==> src/rtl/rob_isu_alloc.sv <==
// -----------------------------------------------------------------------------
// rob_isu_alloc
//
// Issue-side ROB allocator. It accepts in-order requests from upstream and tags
// each one with the next sequential ROB id. The tagged request goes downstream
// through a single pipeline register. A credit counter limits the number of
// requests in flight to the ROB depth. The ROB returns credits one per cycle.
//
// Parameters
//   ROB_SIZE   ROB depth and initial credit count (power of two, >= 2)
//   ROB_ID_W   ROB id width, $clog2(ROB_SIZE)
//   REQ_W      request payload width
//
// Ports
//   clk, rst       clock; synchronous active-high reset
//   u_req_*        upstream valid/ready/data handshake
//   d_req_*        downstream valid/ready, registered payload and ROB id
//   u_crdt_rtn     one credit returned this cycle (ROB credit-return strobe)
//   crdt_cnt       current free credits (0..ROB_SIZE)
//   crdt_err       sticky flag: a credit was returned while already full
// -----------------------------------------------------------------------------
module rob_isu_alloc #(
  parameter int ROB_SIZE = 8,
  parameter int ROB_ID_W = $clog2(ROB_SIZE),
  parameter int REQ_W    = 64
) (
  input  logic                clk,
  input  logic                rst,

  input  logic                u_req_valid,
  output logic                u_req_ready,
  input  logic [REQ_W-1:0]    u_req_data,

  output logic                d_req_valid,
  input  logic                d_req_ready,
  output logic [REQ_W-1:0]    d_req_data,
  output logic [ROB_ID_W-1:0] d_req_rob_id,

  input  logic                u_crdt_rtn,
  output logic [ROB_ID_W:0]   crdt_cnt,
  output logic                crdt_err
);

  localparam logic [ROB_ID_W:0]   CRDT_FULL = (ROB_ID_W + 1)'(ROB_SIZE);
  localparam logic [ROB_ID_W:0]   CRDT_ONE  = (ROB_ID_W + 1)'(1);
  localparam logic [ROB_ID_W-1:0] PTR_ONE   = ROB_ID_W'(1);

  logic [ROB_ID_W:0]   crdt_cnt_q, crdt_cnt_d;
  logic [ROB_ID_W-1:0] wr_ptr_q,   wr_ptr_d;
  logic                out_vld_q,  out_vld_d;
  logic [REQ_W-1:0]    out_data_q, out_data_d;
  logic [ROB_ID_W-1:0] out_id_q,   out_id_d;
  logic                crdt_err_q, crdt_err_d;

  logic acc;
  logic drain;

  // The register can take a new request when it is empty or emptying this
  // cycle. The credit term uses registered state only, so a credit returned
  // this cycle is not usable until the next one.
  assign u_req_ready = (crdt_cnt_q != '0) && (!out_vld_q || d_req_ready);
  assign acc         = u_req_valid && u_req_ready;
  assign drain       = out_vld_q && d_req_ready;

  // NOTE: every signal assigned in an always_comb gets a default first. If a
  // branch leaves a signal unassigned, synthesis infers a latch.
  always_comb begin
    wr_ptr_d   = wr_ptr_q;
    out_vld_d  = out_vld_q;
    out_data_d = out_data_q;
    out_id_d   = out_id_q;

    if (acc) begin
      // Accepting while draining reloads the register in the same cycle, so
      // back-to-back requests go through without a bubble.
      out_vld_d  = 1'b1;
      out_data_d = u_req_data;
      out_id_d   = wr_ptr_q;
      // Power-of-two depth: the pointer wraps on its own width.
      wr_ptr_d   = wr_ptr_q + PTR_ONE;
    end else if (drain) begin
      out_vld_d  = 1'b0;
    end
  end

  always_comb begin
    crdt_cnt_d = crdt_cnt_q;
    crdt_err_d = crdt_err_q;

    unique case ({acc, u_crdt_rtn})
      2'b10: crdt_cnt_d = crdt_cnt_q - CRDT_ONE;
      2'b01: begin
        // A return while already full is dropped and flagged. No credit is
        // created out of nothing.
        if (crdt_cnt_q == CRDT_FULL) crdt_err_d = 1'b1;
        else                         crdt_cnt_d = crdt_cnt_q + CRDT_ONE;
      end
      default: ;  // neither, or both cancelling out
    endcase
  end

  // NOTE: sequential state uses non-blocking assignments only. All flops then
  // update together at the edge, whatever order the statements are in.
  always_ff @(posedge clk) begin
    if (rst) begin
      crdt_cnt_q <= CRDT_FULL;
      wr_ptr_q   <= '0;
      out_vld_q  <= 1'b0;
      // NOTE: the payload register is reset as well, because d_req_data must
      // read zero after reset. Plain data storage normally stays unreset.
      out_data_q <= '0;
      out_id_q   <= '0;
      crdt_err_q <= 1'b0;
    end else begin
      crdt_cnt_q <= crdt_cnt_d;
      wr_ptr_q   <= wr_ptr_d;
      out_vld_q  <= out_vld_d;
      out_data_q <= out_data_d;
      out_id_q   <= out_id_d;
      crdt_err_q <= crdt_err_d;
    end
  end

  assign d_req_valid  = out_vld_q;
  assign d_req_data   = out_data_q;
  assign d_req_rob_id = out_id_q;
  assign crdt_cnt     = crdt_cnt_q;
  assign crdt_err     = crdt_err_q;

endmodule

==> config.mk <==
export PLATFORM = sky130hd
export DESIGN_NAME = rob_isu_alloc
export DESIGN_NICKNAME = d
export VERILOG_FILES = /design/src/rtl/rob_isu_alloc.sv
export SDC_FILE = /design/constraint.sdc
export NUM_CORES = 1
export LEC_CHECK = 0
export ABC_AREA = 1
export BUFFER_PORTS_ARGS = -buffer_cell sky130_fd_sc_hd__buf_2
export CORE_ASPECT_RATIO = 0.5
export CORE_UTILIZATION = 45
export CTS_CLUSTER_DIAMETER = 60
export DETAILED_ROUTE_END_ITERATION = 12
export PLACE_DENSITY_LB_ADDON = 0.2
export SYNTH_ARGS = -nofsm -noshare
export SYNTH_HDL_FRONTEND = slang
export SYNTH_SLANG_ARGS = --single-unit
==> constraint.sdc <==
create_clock -name clk -period 2.44 [get_ports clk]
set_input_delay 0 -clock clk [delete_from_list [all_inputs] [get_ports clk]]
set_output_delay 0 -clock clk [all_outputs]
set_load 0.05 [all_outputs]
==> run summary <==
The area share of xor/xnor cells in the synthesized design was 0.003061; the overall die height was 58.39 um. Setup slack on the worst flop-to-flop path: 630 ps. In this run, synthesis inferred 0 flip-flops with an integrated enable. The tool flagged a number of max-cap violations equal to 0.

The number of I/O port buffers is 142, and the routed via count is 2979. The tightest min-delay check is of the in -> reg type. The initial antenna violation count was 0; the number of clock sinks was 76.

The first global-routing pass estimated 12320 um of wire. The internal power of the cells totals 0.002462 W. The overall overflow remaining after global route is 0, and the measured slew at the worst slew-check pin is 512.8 ps. The share of the cycle needed by the critical path after routing is 0.7412. Counting every instance in the synthesized netlist gives 361.

For the cell area after synthesis, the log shows 0.002861 mm2. The synthesized-area fraction occupied by and/or/nand/nor cells was 0.2396. The area share of the largest cell type after synthesis is 0.5317, and the maximum number of pins on one net before global-route repair is 53.

During synthesis, Yosys emitted a total of 0 warnings. Counting along the longest clock path gives a buffer depth of 2. The switching power of the nets was 0.001280 W. TritonCTS built the clock tree.

Counting instances, the worst hold path has a depth of 4. Measured in cells, the most critical reg-to-reg path has a length of 7. In the post-synthesis netlist, the biggest area contributors are sky130_fd_sc_hd__dfxtp_1 53%, sky130_fd_sc_hd__nand2_1 19%, sky130_fd_sc_hd__a21oi_1 12%. The number of different library cells used by synthesis comes to 26. Relative contribution of combinational cells to total power: 0.291. Area share of fa/ha/maj cells after synthesis: 0.02011. The first detailed-routing pass ran for 5 iterations. The finished layout holds 654 standard cells, fillers aside. Counting instances in the post-synthesis netlist gives the leading cell types as 146 x sky130_fd_sc_hd__nand2_1, 76 x sky130_fd_sc_hd__dfxtp_1, 69 x sky130_fd_sc_hd__a21oi_1, 12 x sky130_fd_sc_hd__inv_1, 10 x sky130_fd_sc_hd__nor2_1. The routed wire length was 7752 um. The deepest level of the CTS H-tree was 3.

The number of gates resized after CTS was 0. The tools report the via count of the first global-routing pass as 2776. The worst hold path terminates at d_req_valid$_SDFFE_PP0P_. For the combined global-route utilization of all metal layers, the log shows 0.2357.

The average instance area after synthesis works out to 7.927 um2. The synthesized design contains 76 register bits. The fraction of power consumed by the clock network was 0.325; the layout cell share with drive strength beyond 1 was 0.2968.

Along the worst path, the maximum fanout reaches 52. The tools report the worst relative slew slack as 0.6581. Most frequent cell after synthesis: sky130_fd_sc_hd__nand2_1.

The total count of hold-check failures in the final report came out at 0. Across the VDD grid, the largest voltage drop is 685.9 uV. After detailed routing, the number of remaining DRC violations is 0.

The peak clock frequency supported by timing is 552.9 MHz, and the final count of negative-setup-slack endpoints is 0. Pin placement for this block handled 143 I/O pins. Data on the critical path arrives at its endpoint at 2050 ps.

The detail route stage leaves a number of antenna-violating nets equal to 0. Using the TritonRoute via totals, the vias-per-cell ratio works out to 4.555. Layout overhead on the synthesized area: 56.89%. The floorplan die width came out at 114.8 um. The critical path is of the reg -> reg type.

The total area inside the core boundary comes to 0.006106 mm2. The worst register-to-register path begins at crdt_cnt[1]$_SDFFE_PP0P_. After the first detailed-routing iteration, the DRC count stood at 154.

The fraction of synthesis flops using an asynchronous set or reset pin works out to 0. Synthesized net count: 434. For the final total negative setup slack, the log shows 0 ps. After detailed routing, the average wire length per cell comes to 11.85 um. The analysis attributes to cell leakage a power of 2.173 nW. Routability-driven placement finished with a final weighted congestion of 0.7801. At the end of the flow, the number of nets in the layout was 634.

The worst hold path begins at d_req_ready. After synthesis, the largest family of logic cells by area is simple AND/OR/NAND/NOR gates. The count of final max-slew check failures was 0.

The starting density of the core is 0.4686, and the multiplexer share of the synthesized area is 0. STA classifies the critical path endpoint as a flip-flop. The number of rows created at floorplan is 20. The number of clock buffers added by TritonCTS is 9. For the number of diodes added for antenna fixing, the log shows 0.

Kind of start point of the critical path: a flip-flop. Clock-pin slew was measured on the worst setup and hold paths at 50 ps. In this run the clock root is driven by a sky130_fd_sc_hd__clkbuf_16. Across the routed clock network, the largest skew measured is 3.991 ps.

Fraction of power spent switching nets: 0.3421. The register area share after synthesis was 0.5317; the complex-gate fraction of the synthesized area was 0.1316. The tools report the data required time of the worst path as 2680 ps. Once detailed placement completed, the half-perimeter wirelength came to 4406 um. The endpoint identified for the worst register-to-register timing path is d_req_data[48]$_SDFFE_PP0P_. The die covers 0.006701 mm2. For this design the ratio of total power to cell area is 833.5 mW/mm2. The run finished with clean final reports. The largest total area in the synthesized netlist belongs to sky130_fd_sc_hd__dfxtp_1. The run gives 574 as the number of placed instances with taps included. Among all flip-flop cells after synthesis, the most frequent one is sky130_fd_sc_hd__dfxtp_1. The register share of total power came out at 0.383. For the worst-skew pair, the clock arrives at the later sink with an insertion delay of 320 ps. The worst path needs 1809 ps of the cycle, external delays included. Setup repair after global routing left no endpoint under its margin.
-- critical path: stages, from the launching register on --
cell	delay, ps
sky130_fd_sc_hd__dfxtp_1	360
sky130_fd_sc_hd__nor2_2	150
sky130_fd_sc_hd__nand2_2	80
sky130_fd_sc_hd__nand3_2	70
sky130_fd_sc_hd__buf_4	250
sky130_fd_sc_hd__buf_4	480
sky130_fd_sc_hd__nand2_1	140
sky130_fd_sc_hd__a21oi_1	190
-- kinds of logic after synthesis --
logic type | after synthesis
adder cells (fa/ha/maj) | 4
flip-flops | 76
buffers and inverters | 35
AND/OR/NAND/NOR | 172
AO/OA/AOI/OAI | 73
XOR/XNOR | 1
-- power by group through the flow --
stage	clock [W]	combinational [W]	sequential, W
final	0.00122	0.00109	0.00143
after global placement	0	0.000999	0.00146
after CTS	0.00125	0.00109	0.00143
after floorplan	0	0.000391	0.00186
after global routing	0.00131	0.00118	0.00145
after detailed placement	0	0.00101	0.00146
-- layout make-up --
type	instances	area [um2]
fill	483	1617
sequential	76	1521
timing repair buffer	212	1396
multi-input combinational	250	1134
clock buffer	15	277.8
tap	88	110.1
inverter	12	45.04
clock inverter	1	5.005
-- stage by stage --
stage	cell area (um2)	setup WS (ps)	util	total power [W]	hold WS [ps]
floorplan	2861	336.6	-	0.002250	142.9
global placement	3566	680.8	0.5840	0.002455	250.7
detailed placement	3566	641.0	0.5840	0.002465	254.9
CTS	4489	629.5	0.7352	0.003771	24.18
global route	4489	479.6	0.7352	0.003939	47.16
finish	4489	631.4	0.7352	0.003742	36.31
-- placed cells by master (no fill, tap or decap) --
master                            n
sky130_fd_sc_hd__nand2_1        146
sky130_fd_sc_hd__buf_2          142
sky130_fd_sc_hd__dfxtp_1         76
sky130_fd_sc_hd__a21oi_1         69
sky130_fd_sc_hd__dlygate4sd3_1   64
sky130_fd_sc_hd__inv_1           12
sky130_fd_sc_hd__nor2_1          10
sky130_fd_sc_hd__clkbuf_16        9
sky130_fd_sc_hd__nand3_1          6
sky130_fd_sc_hd__buf_4            6
sky130_fd_sc_hd__ha_1             3
sky130_fd_sc_hd__clkbuf_8         3
sky130_fd_sc_hd__clkbuf_1         3
sky130_fd_sc_hd__nand2_2          2
sky130_fd_sc_hd__nand3_2          2
sky130_fd_sc_hd__nor2_2           1
sky130_fd_sc_hd__nor2_4           1
sky130_fd_sc_hd__or2_1            1
sky130_fd_sc_hd__o211a_1          1
sky130_fd_sc_hd__xnor2_1          1
sky130_fd_sc_hd__nand3b_1         1
sky130_fd_sc_hd__nand4_1          1
sky130_fd_sc_hd__nor3_1           1
sky130_fd_sc_hd__o21ai_2          1
sky130_fd_sc_hd__o21ai_0          1
sky130_fd_sc_hd__o21a_1           1
sky130_fd_sc_hd__fa_1             1
sky130_fd_sc_hd__clkinv_2         1
-- metal layers --
metal | vias to the layer above | wire length (um) | track usage
met2 | 91 | 3793 | 0.4398
met1 | 1336 | 3513 | 0.2706
li1 | 1552 | - | -
met3 | 0 | 445 | 0.07621
met4 | 0 | 0 | 0.04453
met5 | - | 0 | 0
-- flip-flops by register name, indices dropped and copies added, names as in the netlist --
name and cells:
d_req_data 64, crdt_cnt 4, d_req_rob_id 3, wr_ptr_q 3, crdt_err 1, d_req_valid 1
-- how the worst max path moves through the flow --
stage | startpoint | to | slack [ps] | depth (start not counted)
floorplan | crdt_cnt[1]$_SDFFE_PP0P_ | crdt_cnt[3]$_SDFFE_PP1P_ | 340 | 12
global placement | crdt_cnt[1]$_SDFFE_PP0P_ | wr_ptr_q[0]$_SDFFE_PP0P_ | 680 | 7
detailed placement | crdt_cnt[1]$_SDFFE_PP0P_ | wr_ptr_q[0]$_SDFFE_PP0P_ | 640 | 7
CTS | crdt_cnt[1]$_SDFFE_PP0P_ | wr_ptr_q[0]$_SDFFE_PP0P_ | 630 | 7
global route | crdt_cnt[1]$_SDFFE_PP0P_ | d_req_data[48]$_SDFFE_PP0P_ | 480 | 7
finish | crdt_cnt[1]$_SDFFE_PP0P_ | d_req_data[48]$_SDFFE_PP0P_ | 630 | 7
-- repair_timing --
action	4_1_cts	5_1_grt
hold endpoints to repair	64	0
setup buffers	0	0
hold buffers	64	0
(Power assumes the default switching activity.)
